<file path="src/rtl/ddr_preload_engine_if.sv">
// DDR control bus between the preload engine (master) and avalon_mm_ddr (slave).
// Carries the wr_rq/action_done write handshake and the rd_rq/rd_valid read-back channel.
interface ddr_preload_engine_if #(
  parameter int unsigned DATA_W = 256,
  parameter int unsigned ADDR_W = 25
);
  logic                  wr_rq;
  logic [ADDR_W-1:0]     wr_adr;
  logic [DATA_W-1:0]     wr_data;
  logic [DATA_W/8-1:0]   byte_enable;
  logic                  action_done;
  logic                  rd_rq;
  logic [ADDR_W-1:0]     rd_adr;
  logic                  rd_valid;
  logic [DATA_W-1:0]     rd_data;

  modport master (
    output wr_rq, wr_adr, wr_data, byte_enable, rd_rq, rd_adr,
    input  action_done, rd_valid, rd_data
  );

  modport slave (
    input  wr_rq, wr_adr, wr_data, byte_enable, rd_rq, rd_adr,
    output action_done, rd_valid, rd_data
  );
endinterface

</file>
<file path="src/rtl/ddr_preload_engine.sv">
// Post-calibration DDR preload: packs source-table words LSB-first into beats and writes them.
// Define DDR_PRELOAD_VERIFY_EN to add a read-back verify pass after the last write.
module ddr_preload_engine #(
  parameter int unsigned DATA_W    = 256,
  parameter int unsigned WORD_W    = 32,
  parameter int unsigned ADDR_W    = 25,
  parameter int unsigned NUM_WORDS = 28,
  parameter int unsigned SRC_AW    = 10
) (
  input  logic                   clk,
  input  logic                   rst_n,
  input  logic                   start,
  input  logic                   ddr_ready,
  input  logic [ADDR_W-1:0]      base_addr,
  output logic [SRC_AW-1:0]      src_addr,
  input  logic [WORD_W-1:0]      src_data,
  ddr_preload_engine_if.master   ddr,
  output logic                   busy,
  output logic                   setup_done,
  output logic                   verify_fail,
  output logic [15:0]            beats_done
);

  localparam int unsigned R          = DATA_W / WORD_W;
  localparam int unsigned WB         = WORD_W / 8;
  localparam int unsigned NB         = (NUM_WORDS + R - 1) / R;
  localparam int unsigned LAST_LANES = NUM_WORDS - (NB - 1) * R;
  localparam int unsigned CW         = $clog2(R + 1) + 1;
  localparam int unsigned LW         = (R > 1) ? $clog2(R) : 1;

  typedef enum logic [2:0] {
    StIdle, StWaitRdy, StFetch, StWrite, StVerifyRd, StVerifyChk, StDone
  } state_e;

  state_e                state_q;
  logic [ADDR_W-1:0]     base_q;
  logic [SRC_AW-1:0]     src_addr_q;
  logic [CW-1:0]         cnt_q;
  logic                  pend_q;
  logic [LW-1:0]         pend_lane_q;
  logic [15:0]           beat_q;
  logic [DATA_W-1:0]     data_q;
  logic                  wr_rq_q;
  logic [ADDR_W-1:0]     wr_adr_q;
  logic [DATA_W/8-1:0]   be_q;
  logic                  busy_q;
  logic                  setup_done_q;
  logic [15:0]           beats_done_q;

  logic [CW-1:0]         lanes;
  logic [DATA_W/8-1:0]   be_beat;

  assign lanes = (beat_q == 16'(NB - 1)) ? CW'(LAST_LANES) : CW'(R);

  always_comb begin
    be_beat = '0;
    for (int unsigned l = 0; l < R; l++) begin
      if (CW'(l) < lanes) be_beat[l*WB +: WB] = '1;
    end
  end

`ifdef DDR_PRELOAD_VERIFY_EN
  logic                  rd_rq_q;
  logic [ADDR_W-1:0]     rd_adr_q;
  logic [DATA_W-1:0]     rd_buf_q;
  logic                  vfail_q;
  logic [DATA_W-1:0]     bit_mask;

  always_comb begin
    bit_mask = '0;
    for (int unsigned i = 0; i < DATA_W / 8; i++) bit_mask[i*8 +: 8] = {8{be_beat[i]}};
  end
`endif

  always_ff @(posedge clk or negedge rst_n) begin
    if (!rst_n) begin
      state_q      <= StIdle;
      base_q       <= '0;
      src_addr_q   <= '0;
      cnt_q        <= '0;
      pend_q       <= 1'b0;
      pend_lane_q  <= '0;
      beat_q       <= '0;
      data_q       <= '0;
      wr_rq_q      <= 1'b0;
      wr_adr_q     <= '0;
      be_q         <= '0;
      busy_q       <= 1'b0;
      setup_done_q <= 1'b0;
      beats_done_q <= '0;
`ifdef DDR_PRELOAD_VERIFY_EN
      rd_rq_q      <= 1'b0;
      rd_adr_q     <= '0;
      rd_buf_q     <= '0;
      vfail_q      <= 1'b0;
`endif
    end else begin
      // Source data lags its address by one cycle; drop it into the lane recorded then.
      if (pend_q) data_q[pend_lane_q*WORD_W +: WORD_W] <= src_data;
      pend_q <= 1'b0;

      if (state_q != StIdle && state_q != StDone && !ddr_ready) begin
        state_q      <= StWaitRdy;
        wr_rq_q      <= 1'b0;
        beats_done_q <= '0;
`ifdef DDR_PRELOAD_VERIFY_EN
        rd_rq_q      <= 1'b0;
`endif
      end else begin
        unique case (state_q)
          StIdle: begin
            if (start) begin
              base_q       <= base_addr;
              setup_done_q <= 1'b0;
              beats_done_q <= '0;
              busy_q       <= 1'b1;
              state_q      <= StWaitRdy;
`ifdef DDR_PRELOAD_VERIFY_EN
              vfail_q      <= 1'b0;
`endif
            end
          end
          StWaitRdy: begin
            state_q    <= StFetch;
            src_addr_q <= '0;
            cnt_q      <= '0;
            beat_q     <= '0;
            data_q     <= '0;
          end
          StFetch: begin
            if (cnt_q == lanes) begin
              state_q  <= StWrite;
              wr_rq_q  <= 1'b1;
              wr_adr_q <= base_q + ADDR_W'(beat_q);
              be_q     <= be_beat;
            end else begin
              pend_q      <= 1'b1;
              pend_lane_q <= LW'(cnt_q);
              src_addr_q  <= src_addr_q + SRC_AW'(1);
              cnt_q       <= cnt_q + CW'(1);
            end
          end
          StWrite: begin
            if (ddr.action_done) begin
              wr_rq_q      <= 1'b0;
              beats_done_q <= beats_done_q + 16'd1;
              cnt_q        <= '0;
              data_q       <= '0;
              if (beat_q == 16'(NB - 1)) begin
`ifdef DDR_PRELOAD_VERIFY_EN
                state_q    <= StVerifyRd;
                beat_q     <= '0;
                src_addr_q <= '0;
`else
                state_q      <= StDone;
                busy_q       <= 1'b0;
                setup_done_q <= 1'b1;
`endif
              end else begin
                state_q <= StFetch;
                beat_q  <= beat_q + 16'd1;
              end
            end
          end
`ifdef DDR_PRELOAD_VERIFY_EN
          StVerifyRd: begin
            if (rd_rq_q) begin
              if (ddr.rd_valid) begin
                rd_rq_q  <= 1'b0;
                rd_buf_q <= ddr.rd_data;
                state_q  <= StVerifyChk;
              end
            end else if (cnt_q == lanes) begin
              rd_rq_q  <= 1'b1;
              rd_adr_q <= base_q + ADDR_W'(beat_q);
            end else begin
              pend_q      <= 1'b1;
              pend_lane_q <= LW'(cnt_q);
              src_addr_q  <= src_addr_q + SRC_AW'(1);
              cnt_q       <= cnt_q + CW'(1);
            end
          end
          StVerifyChk: begin
            if (((rd_buf_q ^ data_q) & bit_mask) != '0) vfail_q <= 1'b1;
            cnt_q  <= '0;
            data_q <= '0;
            if (beat_q == 16'(NB - 1)) begin
              state_q      <= StDone;
              busy_q       <= 1'b0;
              setup_done_q <= 1'b1;
            end else begin
              state_q <= StVerifyRd;
              beat_q  <= beat_q + 16'd1;
            end
          end
`endif
          StDone:  state_q <= StIdle;
          default: state_q <= StIdle;
        endcase
      end
    end
  end

  assign src_addr        = src_addr_q;
  assign ddr.wr_rq       = wr_rq_q;
  assign ddr.wr_adr      = wr_adr_q;
  assign ddr.wr_data     = data_q;
  assign ddr.byte_enable = be_q;
  assign busy            = busy_q;
  assign setup_done      = setup_done_q;
  assign beats_done      = beats_done_q;

`ifdef DDR_PRELOAD_VERIFY_EN
  assign ddr.rd_rq   = rd_rq_q;
  assign ddr.rd_adr  = rd_adr_q;
  assign verify_fail = vfail_q;
`else
  logic unused_rd;
  assign unused_rd   = ^{ddr.rd_valid, ddr.rd_data};
  assign ddr.rd_rq   = 1'b0;
  assign ddr.rd_adr  = '0;
  assign verify_fail = 1'b0;
`endif

endmodule

</file>
<file path="src/flat_wrapper.sv">
// flat-port wrapper written by rule: the top's interface ports become plain ports
module ddr_preload_engine_flat 
#(
  parameter int unsigned DATA_W    = 256,
  parameter int unsigned WORD_W    = 32,
  parameter int unsigned ADDR_W    = 25,
  parameter int unsigned NUM_WORDS = 28,
  parameter int unsigned SRC_AW    = 10
)
  (clk, rst_n, start, ddr_ready, base_addr, src_addr, src_data, busy, setup_done, verify_fail, beats_done, ddr_wr_rq, ddr_wr_adr, ddr_wr_data, ddr_byte_enable, ddr_rd_rq, ddr_rd_adr, ddr_action_done, ddr_rd_valid, ddr_rd_data);
  ddr_preload_engine_if #(.DATA_W(DATA_W), .ADDR_W(ADDR_W)) ddr_i ();
  input  logic clk;
  input  logic rst_n;
  input  logic start;
  input  logic ddr_ready;
  input  logic [ADDR_W-1:0] base_addr;
  output logic [SRC_AW-1:0] src_addr;
  input  logic [WORD_W-1:0] src_data;
  output logic busy;
  output logic setup_done;
  output logic verify_fail;
  output logic [15:0] beats_done;
  output wire logic [$bits(ddr_i.wr_rq)-1:0] ddr_wr_rq;
  output wire logic [$bits(ddr_i.wr_adr)-1:0] ddr_wr_adr;
  output wire logic [$bits(ddr_i.wr_data)-1:0] ddr_wr_data;
  output wire logic [$bits(ddr_i.byte_enable)-1:0] ddr_byte_enable;
  output wire logic [$bits(ddr_i.rd_rq)-1:0] ddr_rd_rq;
  output wire logic [$bits(ddr_i.rd_adr)-1:0] ddr_rd_adr;
  input wire logic [$bits(ddr_i.action_done)-1:0] ddr_action_done;
  input wire logic [$bits(ddr_i.rd_valid)-1:0] ddr_rd_valid;
  input wire logic [$bits(ddr_i.rd_data)-1:0] ddr_rd_data;
  assign ddr_wr_rq = ddr_i.wr_rq;
  assign ddr_wr_adr = ddr_i.wr_adr;
  assign ddr_wr_data = ddr_i.wr_data;
  assign ddr_byte_enable = ddr_i.byte_enable;
  assign ddr_rd_rq = ddr_i.rd_rq;
  assign ddr_rd_adr = ddr_i.rd_adr;
  assign ddr_i.action_done = ddr_action_done;
  assign ddr_i.rd_valid = ddr_rd_valid;
  assign ddr_i.rd_data = ddr_rd_data;
  ddr_preload_engine #(.DATA_W(DATA_W), .WORD_W(WORD_W), .ADDR_W(ADDR_W), .NUM_WORDS(NUM_WORDS), .SRC_AW(SRC_AW)) u_core (.clk(clk), .rst_n(rst_n), .start(start), .ddr_ready(ddr_ready), .base_addr(base_addr), .src_addr(src_addr), .src_data(src_data), .ddr(ddr_i), .busy(busy), .setup_done(setup_done), .verify_fail(verify_fail), .beats_done(beats_done));
endmodule
</file>
<file path="config.mk">
export PLATFORM = sky130hd
export DESIGN_NAME = ddr_preload_engine_flat
export DESIGN_NICKNAME = d
export VERILOG_FILES = /design/src/rtl/ddr_preload_engine_if.sv /design/src/rtl/ddr_preload_engine.sv /design/src/flat_wrapper.sv
export SDC_FILE = /design/constraint.sdc
export NUM_CORES = 1
export LEC_CHECK = 0
export CAP_MARGIN = 5
export CORE_AREA = 3 3 268 270
export DETAILED_ROUTE_END_ITERATION = 8
export DIE_AREA = 0 0 271 273
export GPL_TIMING_DRIVEN = 0
export PLACE_DENSITY = 0.47
export SLEW_MARGIN = 30
export SYNTH_ARGS = -nofsm -noshare
export SYNTH_HDL_FRONTEND = slang
export SYNTH_SLANG_ARGS = --single-unit
export TNS_END_PERCENT = 20
</file>
<file path="constraint.sdc">
create_clock -name clk -period 3.56 [get_ports clk]
set_input_delay 0.89 -clock clk [delete_from_list [all_inputs] [get_ports clk]]
set_output_delay 0.89 -clock clk [all_outputs]
set_load 0.02 [all_outputs]
</file>
==> flow_summary_export.csv, run 1 <==
group,metric,value,unit
timing,final_max_slew_viol_count,0,
drt,via_per_inst,4.56,
grt,use_met2,26.8,%
clock_tree,clk_latency,0.58,ns
setup_path,cp_data_arrival_time,3.67,ns
synth,synth.ff_latch_count,365,
timing,hold_viol,0,
grt,busiest_layer,"met2",
clock_tree,clk_pin_slew,0.06,ns
timing,hold_ws,0.214,ns
synth,ys.flop_type,"dfrtp_1",
setup_path,cp_num_buf_inv,0,
grt,grt.met1_usage,23.9,%
worst_hold_path,hold_path.class,"input port to asynchronous set/reset pin",
synth,synth_largest_area_cell,"dfrtp_1",
power,power_frac_clock,35.5,%
die,io_pins,688,
power,pwr-share-comb,26.7,%
power,intPower,8.39,mW
synth,async_flop_share,100,%
synth,synth_common_cells,"nand2_1 (460), dfrtp_1 (365), a21oi_1 (273)",
die,num_rows,97,
drt,routedWlPerCell,20.6,um
synth,synthesis.instances,1803,
drt,drt-total-wl,66500,um
synth,yosysSeqAreaShare,55.3,%
cells_and_area,fin_cells,3225,
timing,timing.fmax,310,MHz
power,ir_drop,0.000281,V
grt,met3_usage,4.35,%
status,outcome,"finished, final reports clean",
timing,setup_viol,0,
synth,synth-edff-count,0,
synth,synthDistinctLibCells,56,
power,powerDensity,557,mW/mm^2
grt,grt_pass1_vias,14439,
clock_tree,cts-htree-levels,2,
drt,vias,14713,
clock_tree,postCtsHoldBufs,0,
grt,grt_pass1_wl,97600,um
setup_path,endpoint_kind,"flip-flop",
timing,fin_crit_sh,90.7,%
grt,grt_max_degree,83,
run,cap_viol_max_count,0,
power,switching_share,34.8,%
cells_and_area,drive_gt1_share,9.42,%
drt,drc,0,
drt,first_pass_iters,5,
timing,finClkSkew,0.0344,ns
timing,relSlewSlack,44.5,%
timing,rsz0062_at_grt,"no",
synth,synth_top_area_share,55.3,%
setup_path,start_kind,"flip-flop",
die,initial_core_util,23.7,%
power,power_switching,4.47,mW
grt,grtUsageTotal,17.4,%
die,die_area,0.0740,mm^2
cells_and_area,area.growth.synth_to_final,39.9,%
setup_path,crit_type,"flip-flop to flip-flop",
synth,ys_warn_count,0,
setup_path,path_cells,"ha_1, fa_1, a211oi_1, o211ai_1, a221oi_1, a311oi_1, o2111ai_1, xor2_1, o21ai_0",
place,dp_hpwl,49900,um
synth,synth_area_leaders,"dfrtp_1 (55%), nand2_1 (10%), a21oi_1 (8.3%)",
setup_path,cp_slowest_cell,"a221oi_1",
setup_path,r2r_slack,0.33,ns
place,placedCellCount,3145,
setup_path,max_stage_delay,0.62,ns
power,power_frac_seq,37.9,%
clock_tree,clock-sinks,365,
die,dieHeight,273,um
timing,final.setup.worst_slack,0.331,ns
clock_tree,tritoncts,"built",
setup_path,path_max_fanout,5,
die,die_w,271,um
cells_and_area,layout.nets,2596,
drt,drt_iter0_markers,957,
clock_tree,cts.path.max_buffers,3,
place,pre_cts_ws,-0.0812,ns
clock_tree,cts_buffers,45,
timing,tns,0,ns
setup_path,crit_required,4.00,ns
grt,grt_antenna_before_repair,5,
setup_path,crit_family,"compound AO/OA/AOI/OAI gates",
drt,postRouteAntennaNets,0,
synth,yosysMostFrequentCell,"nand2_1",
synth,syn_avg_cell_area,9.15,um^2
timing,layout_min_cycle_time,3.23,ns
place,place_congestion,0.829,
timing,tightest_slew,0.833,ns
grt,grt_overflow,0,
power,p_leak,9.52,nW
synth,syn_area,0.0165,mm^2
die,coreArea,0.0698,mm^2
place,port_buffers,371,
clock_tree,cts-root-buf,"clkbuf_16",
==> power groups by stage <==
| stage | combinational (mW) | sequential, mW | clock [mW] |
|---|---|---|---|
| floorplan | 1.76 | 5.05 | 0 |
| global placement | 3.37 | 4.95 | 0 |
| detailed placement | 3.43 | 4.95 | 0 |
| CTS | 3.45 | 4.88 | 4.73 |
| global route | 3.75 | 4.92 | 4.86 |
| finish | 3.43 | 4.87 | 4.56 |
==> metal layers <==
layer / wire (um) / vias to the layer above
met5: 25 / -
met4: 2060 / 4
met3: 5430 / 103
met2: 29400 / 482
met1: 29600 / 7268
li1: - / 6856
==> logic make-up after synthesis <==
logic type / count (synthesis) / share of synthesized area, %
adder cells (fa/ha/maj): 25 / 1.94
other: 1 / 0.0227
buffers and inverters: 219 / 6.61
multiplexers: 31 / 2.14
flip-flops: 365 / 55.3
AO/OA/AOI/OAI: 386 / 12.4
AND/OR/NAND/NOR: 732 / 19.3
XOR/XNOR: 44 / 2.33
==> path summary, 6_finish.rpt <==
| path | to | depth (start not counted) | start |
|---|---|---|---|
| worst max-delay path | u_core.ddr.wr_adr[24]$_DFFE_PN0P_ | 9 | u_core.beat_q[0]$_DFFE_PN0P_ |
| worst min-delay path | u_core.ddr.wr_data[143]$_DFF_PN0_ | 1 | rst_n |
| worst max register to register | u_core.ddr.wr_adr[24]$_DFFE_PN0P_ | 9 | u_core.beat_q[0]$_DFFE_PN0P_ |
| worst min register to register | u_core.ddr.wr_adr[18]$_DFFE_PN0P_ | 2 | u_core.ddr.wr_adr[18]$_DFFE_PN0P_ |
| max in group asynchronous | u_core.base_q[16]$_DFFE_PN0P_ | 4 | rst_n |
| min in group clk | u_core.ddr.wr_adr[18]$_DFFE_PN0P_ | 2 | u_core.ddr.wr_adr[18]$_DFFE_PN0P_ |
==> cell usage in the layout (no fill, tap or decap), types with 4 or more instances in the layout <==
| cell | synthesis | layout |
|---|---|---|
| nand2_1 | 460 | 460 |
| clkdlybuf4s50_1 | 0 | 370 |
| dfrtp_1 | 365 | 365 |
| a21oi_1 | 273 | 273 |
| nand3_1 | 132 | 132 |
| clkbuf_1 | 111 | 121 |
| o21ai_0 | 70 | 70 |
| nor2_1 | 60 | 58 |
| buf_4 | 58 | 58 |
| clkbuf_16 | 0 | 45 |
| xor2_1 | 33 | 33 |
| clkbuf_2 | 31 | 32 |
| conb_1 | 1 | 27 |
| mux2_2 | 26 | 26 |
| ha_1 | 24 | 24 |
| nand4_1 | 16 | 16 |
| inv_1 | 13 | 13 |
| xnor2_1 | 11 | 11 |
| and3_1 | 10 | 10 |
| a31oi_1 | 9 | 9 |
| nor3_1 | 9 | 8 |
| nand2b_1 | 7 | 7 |
| or2_2 | 7 | 7 |
| clkinv_2 | 0 | 7 |
| o211ai_1 | 6 | 6 |
| clkbuf_8 | 0 | 6 |
| or3_1 | 5 | 5 |
| o21a_1 | 5 | 5 |
| buf_16 | 0 | 5 |
| nor2b_1 | 4 | 4 |
| buf_2 | 4 | 4 |
| a211oi_1 | 4 | 4 |
==> metrics by stage <==
step	utilization, %	area [um^2]	power (mW)
after floorplan	-	16600	6.81
final	33.1	23100	12.9
after global placement	30.8	21500	8.32
after detailed placement	31.0	21600	8.39
after global routing	33.1	23100	13.5
after CTS	33.1	23100	13.1
==> timing repair <==
| action | 4_1_cts | 5_1_grt |
|---|---|---|
| setup buffers | 0 | 0 |
| endpoints found under the setup margin | 0 | 63 |
| gates resized for setup | 0 | 4 |
==> cell type report <==
cell class,instances,area [um^2]
diodes,3,7.51
plain buffers,206,1040
clock buffers,62,1250
clock inverters,15,184
fillers,7181,46700
inverters,13,48.8
multi-input cells,1245,6400
flip-flops and latches,365,9130
well taps,940,1180
repair buffers,376,3860
==> registers in the layout (all words and copies together), names as in the netlist <==
name                    count
u_core.cnt_q                5
u_core.setup_done           1
u_core.pend_q               1
u_core.busy                 1
u_core.base_q              25
u_core.ddr.byte_enable      2
u_core.ddr.wr_data        256
u_core.beat_q              16
u_core.state_q              3
u_core.beats_done          16
u_core.src_addr            10
u_core.ddr.wr_adr          25
u_core.ddr.wr_rq            1
u_core.pend_lane_q          3
==> worst reg2reg max path: cells and delay by family, from the launching register on <==
family	cells	cell delay [ns]
AOI/OAI and AO/OA	6	1.79
adders and majority gates	2	0.73
xor gates and xnor gates	1	0.19
DFF	1	0.41
No activity file was read; power rests on OpenSTA's default activity.
==> inputs of run 2 (changes only) <==
ABC_AREA = 1   (was not set)
ABC_CLOCK_PERIOD_IN_PS = 3560   (was not set)
CORE_AREA = 3 3 265 267   (was 3 3 268 270)
DIE_AREA = 0 0 268 270   (was 0 0 271 273)
PLACE_DENSITY = 0.51   (was 0.47)
SLEW_MARGIN = 25   (was 30)
==> run 2 against run 1 <==
  * Synthesized cell count grew 23%
  * Clock skew is 0.014 ns lower
  * Sequential share of layout area decreased by 2.9 points
  * Critical path depth is 2 higher
  * Maximum frequency up 3.3%
  * Utilization rose by 3.4 points
  * Worst hold slack improved by 0.065 ns
  * Cell area increased by 8.0%
  * Combinational power up 55%
  * Sequential power up 4%
  * Count of clock-buffer cells in the layout stayed put
  * Critical path type unchanged
==> flow_summary_export.csv, run 2 <==
group,metric,value,unit
timing,hold_viol,0,
power,ir_drop,0.000429,V
power,intPower,9.50,mW
clock_tree,clk_pin_slew,0.06,ns
synth,yosysMostFrequentCell,"nand2_1",
setup_path,crit_type,"flip-flop to flip-flop",
power,power_frac_clock,32.6,%
power,p_total,15.4,mW
clock_tree,clk_latency,0.59,ns
drt,postRouteAntennaNets,0,
synth,synth_top_area_share,50.8,%
run,cap_viol_max_count,0,
die,initial_core_util,26.3,%
grt,grtUsageTotal,20.9,%
cells_and_area,final_cell_mix,"nand2_1 (630), clkdlybuf4s50_1 (402), dfrtp_1 (365)",
cells_and_area,layout_commonest_cell,"nand2_1",
setup_path,endpoint_kind,"flip-flop",
setup_path,cp_data_arrival_time,3.54,ns
synth,synth.ff_latch_count,365,
synth,synth_largest_area_cell,"dfrtp_1",
clock_tree,postCtsHoldBufs,0,
timing,layout_min_cycle_time,3.12,ns
die,die_area,0.0724,mm^2
synth,synth_area_leaders,"dfrtp_1 (51%), nand2_1 (13%), nor2_1 (4.9%)",
synth,synthDistinctLibCells,41,
timing,setup_viol,0,
synth,ys_warn_count,0,
place,port_buffers,403,
synth,yosysSeqAreaShare,50.8,%
timing,finClkSkew,0.0201,ns
die,die_w,268,um
clock_tree,cts-root-buf,"clkbuf_16",
cells_and_area,area.growth.synth_to_final,38.8,%
grt,grt_max_degree,90,
setup_path,crit_family,"buffers and inverters",
timing,final_max_slew_viol_count,0,
drt,vias,17281,
clock_tree,tritoncts,"built",
power,p_leak,12.0,nW
clock_tree,cts.path.max_buffers,3,
setup_path,path_cells,"buf_2, inv_1, ha_1, ha_1, nor2_2, o21ai_1, inv_1, nand4_1, inv_2, clkbuf_1, a21oi_1",
synth,synth-edff-count,0,
synth,syn_avg_cell_area,8.10,um^2
timing,fin_crit_sh,87.8,%
drt,first_pass_iters,7,
grt,grt_pass1_vias,16745,
status,outcome,"finished, final reports clean",
grt,grt_pass1_wl,113000,um
place,pre_cts_ws,0.279,ns
grt,grt_antenna_before_repair,5,
synth,async_flop_share,100,%
worst_hold_path,hold_path.class,"input port to asynchronous set/reset pin",
drt,drt_iter0_markers,1540,
setup_path,start_kind,"flip-flop",
grt,grt_overflow,0,
place,dp_hpwl,60100,um
cells_and_area,utilization,36.5,%
cells_and_area,largest_register_ff_count,256,
cells_and_area,drive_gt1_share,8.91,%
place,dpl-instance-area,0.0233,mm^2
setup_path,cp_slowest_cell,"clkbuf_1",
die,io_pins,688,
power,power_switching,5.88,mW
drt,drc,0,
drt,via_per_inst,4.78,
setup_path,max_stage_delay,0.75,ns
setup_path,crit_required,3.97,ns
clock_tree,post_cts_resized,0,
cells_and_area,design_area,0.0249,mm^2
die,coreArea,0.0683,mm^2
setup_path,cp_num_buf_inv,5,
place,place_congestion,0.918,
die,num_rows,96,
clock_tree,cts_buffers,44,
synth,synth_common_cells,"nand2_1 (630), dfrtp_1 (365), nor2_1 (234)",
timing,rsz0062_at_grt,"no",
setup_path,path_max_fanout,10,
power,switching_share,38.2,%
drt,routedWlPerCell,21.5,um
power,pwr-share-comb,34.5,%
power,powerDensity,617,mW/mm^2
synth,ys.flop_type,"dfrtp_1",
clock_tree,clock-sinks,365,
cells_and_area,nFillCells,7000,
clock_tree,post_cts_buffers,0,
timing,timing.fmax,320,MHz
timing,tightest_slew,0.947,ns
power,power_frac_seq,32.9,%
clock_tree,cts-htree-levels,2,
timing,relSlewSlack,36.9,%
synth,syn_area,0.0180,mm^2
drt,drt-total-wl,77700,um
synth,synthesis.instances,2218,
timing,final.setup.worst_slack,0.435,ns
cells_and_area,layout.nets,3041,
die,dieHeight,270,um
[run 2: cell types whose count changed after synthesis, sizes merged, moves of 16 or more]
cell and delta:
inv +228, a21oi -180, nor2 +179, nand2 +172, o21ai +112, clkbuf -94, a211oi +69, buf +43
nand3 -36, mux2 -28, xor2 -16
[run 2: power groups by stage]
stage	Clock (mW)	Sequential, mW	Combinational (mW)
finish	5.02	5.06	5.30
global route	5.30	5.12	5.72
CTS	5.12	5.06	5.30
detailed placement	0	5.13	5.28
global placement	0	5.12	5.21
floorplan	0	5.32	2.71
[run 2: worst paths after layout]
path                                                      to  cells past startpoint  slack (ns)                              start
min in group clk           u_core.ddr.wr_adr[23]$_DFFE_PN0P_                      2        0.48  u_core.ddr.wr_adr[23]$_DFFE_PN0P_
max in group asynchronous   u_core.beats_done[5]$_DFFE_PN0P_                      3        2.04                              rst_n
hold / removal             u_core.ddr.wr_data[203]$_DFF_PN0_                      1        0.28                              rst_n
setup reg to reg           u_core.ddr.wr_data[192]$_DFF_PN0_                     11        0.44  u_core.pend_lane_q[0]$_DFFE_PN0P_
hold reg to reg            u_core.ddr.wr_adr[23]$_DFFE_PN0P_                      2        0.48  u_core.ddr.wr_adr[23]$_DFFE_PN0P_
setup / recovery           u_core.ddr.wr_data[192]$_DFF_PN0_                     11        0.44  u_core.pend_lane_q[0]$_DFFE_PN0P_
[run 2: layout make-up]
class                   count  area, um^2  area share (%)
clock buffers              62        1320            5.29
repair buffers            407        4150            16.6
clock inverters            15         292            1.17
well taps                 882        1100            4.42
inverters                 244         916            3.67
flip-flops and latches    365        9130            36.6
plain buffers             155         896            3.59
multi-input cells        1480        7120            28.6
diodes                      5        12.5          0.0502
[run 2: cells by family after synthesis]
kind of cell               share of synthesized area [%]
AOI/OAI and AO/OA                                   12.7
xor gates and xnor gates                            1.22
adders and majority gates                           1.78
buffers and inverters                               10.1
DFF                                                 50.8
other                                             0.0209
and+or+nand+nor                                     23.3
[run 2: per-stage QoR]
| stage | setup TNS (ns) | std cells | hold slack [ns] |
|---|---|---|---|
| 2_1_floorplan | 0 | 2244 | 0.453 |
| 3_3_place_gp | -5547.33 | 3529 | 0.465 |
| 3_5_place_dp | 0 | 3533 | 0.462 |
| 4_1_cts | 0 | 3610 | 0.298 |
| 5_1_grt | 0 | 3614 | 0.331 |
| 6_report | 0 | 3615 | 0.278 |
[run 2: metal layers]
| layer | vias up | track usage [%] | routed length, um |
|---|---|---|---|
| met4 | 2 | 7.75 | 2860 |
| li1 | 7998 | - | - |
| met1 | 8446 | 26.7 | 32800 |
| met3 | 126 | 6.03 | 6970 |
| met5 | - | 0 | 13 |
| met2 | 709 | 33.5 | 35100 |
==> inputs of run 3 (changes only) <==
==> constraint.sdc (replaced) <==
create_clock -name clk -period 3.56 [get_ports clk]
set_input_delay 0.534 -clock clk [delete_from_list [all_inputs] [get_ports clk]]
set_output_delay 0.534 -clock clk [all_outputs]
set_load 0.02 [all_outputs]
==> run 3 against run 2 <==
  * Combinational power about the same
  * Sequential power is essentially flat
  * Register-to-register slack barely moved
  * Worst setup slack lost 0.0072 ns
  * Sequential share of layout area barely moved
  * Critical path type unchanged
  * Largest power group unchanged
==> flow_summary_export.csv, run 3 (same netlist as run 2, synthesis figures left out) <==
group,metric,value,unit
status,outcome,"finished, final reports clean",
place,pre_cts_ws,0.427,ns
cells_and_area,regArea,0.00913,mm^2
place,port_buffers,403,
grt,grt_antenna_before_repair,5,
setup_path,cp_data_arrival_time,3.55,ns
timing,hold_viol,0,
grt,use_met2,33.5,%
grt,grt.met1_usage,26.7,%
die,coreArea,0.0683,mm^2
timing,timing.fmax,319,MHz
grt,grt_pass1_wl,113000,um
timing,final_max_slew_viol_count,0,
timing,setup_viol,0,
cells_and_area,layout_commonest_cell,"nand2_1",
clock_tree,post_cts_resized,0,
clock_tree,cts_buffers,44,
clock_tree,cts.path.max_buffers,3,
worst_hold_path,hold_start,"u_core.ddr.wr_adr[23]$_DFFE_PN0P_",
power,p_total,15.4,mW
drt,postRouteAntennaNets,0,
worst_hold_path,hold_path.class,"flip-flop to flip-flop",
timing,finClkSkew,0.0189,ns
timing,layout_min_cycle_time,3.13,ns
setup_path,endpoint_kind,"flip-flop",
grt,met3_usage,6.03,%
drt,first_pass_iters,5,
timing,rsz0062_at_grt,"no",
timing,tightest_slew,0.939,ns
grt,grt_pass1_vias,16748,
setup_path,r2r-start,"u_core.pend_lane_q[0]$_DFFE_PN0P_",
clock_tree,cts-htree-levels,2,
run,cap_viol_max_count,0,
cells_and_area,final_cell_mix,"nand2_1 (630), clkdlybuf4s50_1 (402), dfrtp_1 (365)",
power,ir_drop,0.000430,V
clock_tree,clock-sinks,365,
grt,grtUsageTotal,20.9,%
die,io_pins,688,
timing,fin_crit_sh,88.0,%
setup_path,startpoint,"u_core.pend_lane_q[0]$_DFFE_PN0P_",
cells_and_area,drive_gt1_share,8.90,%
grt,busiest_layer,"met2",
setup_path,start_kind,"flip-flop",
die,die_area,0.0724,mm^2
drt,via_per_inst,4.78,
timing,final.setup.worst_slack,0.428,ns
setup_path,crit_required,3.98,ns
drt,drc,0,
timing,hold_ws,0.482,ns
place,place_congestion,0.918,
drt,vias,17283,
drt,drt_iter0_markers,1484,
setup_path,crit_type,"flip-flop to flip-flop",
clock_tree,clk_pin_slew,0.06,ns
timing,relSlewSlack,37.4,%
die,num_rows,96,
setup_path,path_max_fanout,10,
place,dp_hpwl,60100,um
cells_and_area,multi_input_area,0.00712,mm^2
cells_and_area,layout.nets,3042,
clock_tree,post_cts_buffers,0,
cells_and_area,area.growth.synth_to_final,38.9,%
drt,routedWlPerCell,21.5,um
cells_and_area,nFillCells,7000,
power,p_leak,12.0,nW
cells_and_area,largest_register_ff_count,256,
die,dieHeight,270,um
die,die_w,268,um
power,powerDensity,616,mW/mm^2
drt,drt-total-wl,77800,um
grt,grt_max_degree,90,
clock_tree,clk_latency,0.59,ns
grt,grt_overflow,0,
clock_tree,cts-root-buf,"clkbuf_16",
clock_tree,tritoncts,"built",
die,initial_core_util,26.3,%
==> run 3: worst paths after layout <==
| kind | end | slack [ns] | depth (start not counted) |
|---|---|---|---|
| max | u_core.ddr.wr_data[192]$_DFF_PN0_ | 0.43 | 11 |
| min | u_core.ddr.wr_adr[23]$_DFFE_PN0P_ | 0.48 | 2 |
| max reg2reg | u_core.ddr.wr_data[192]$_DFF_PN0_ | 0.43 | 11 |
| min reg2reg | u_core.ddr.wr_adr[23]$_DFFE_PN0P_ | 0.48 | 2 |
| max in group asynchronous | u_core.beats_done[5]$_DFFE_PN0P_ | 1.81 | 4 |
| min in group asynchronous | u_core.ddr.wr_data[203]$_DFF_PN0_ | 0.52 | 2 |
==> run 3: per-layer routing <==
| metal | up-vias | part of all wire (%) |
|---|---|---|
| met5 | - | 0.017 |
| met4 | 2 | 3.9 |
| met3 | 131 | 9.0 |
| met2 | 737 | 45 |
| met1 | 8419 | 42 |
| li1 | 7994 | - |
==> run 3: stage by stage <==
step,utilization [%],instances,area (um^2),TNS (ns)
after floorplan,-,2244,18100,0
after global routing,36.5,3615,25000,0
after global placement,34.0,3529,23200,-5417.39
after detailed placement,34.1,3533,23300,0
final,36.5,3615,25000,0
after CTS,36.5,3611,24900,0
==> run 3: what timing repair did <==
action / in CTS / in global routing
endpoints found under the setup margin: 0 / 0
hold buffers: 1 / 0
endpoints found under the hold margin: 74 / 0
==> run 3: final cells by class <==
cell class	count	area share [%]
repair buffers	408	16.7
clock buffers	62	5.29
multi-input cells	1480	28.5
flip-flops and latches	365	36.6
inverters	244	3.67
diodes	4	0.0401
plain buffers	155	3.59
clock inverters	15	1.17
well taps	882	4.42
==> run 3: power by group <==
group	switching, mW	total, mW	internal, mW
registers	0.458	5.07	4.61
clock network	1.92	5.01	3.09
logic	3.50	5.30	1.80
total	5.88	15.4	9.50
==> run 3: worst max-delay path, cell delays in order (launching register included) <==
cell and delay, ns:
dfrtp_1 0.38, buf_2 0.26, inv_1 0.07, ha_1 0.23, ha_1 0.22, nor2_2 0.23
o21ai_1 0.24, inv_1 0.11, nand4_1 0.09, inv_2 0.25, clkbuf_1 0.75, a21oi_1 0.16
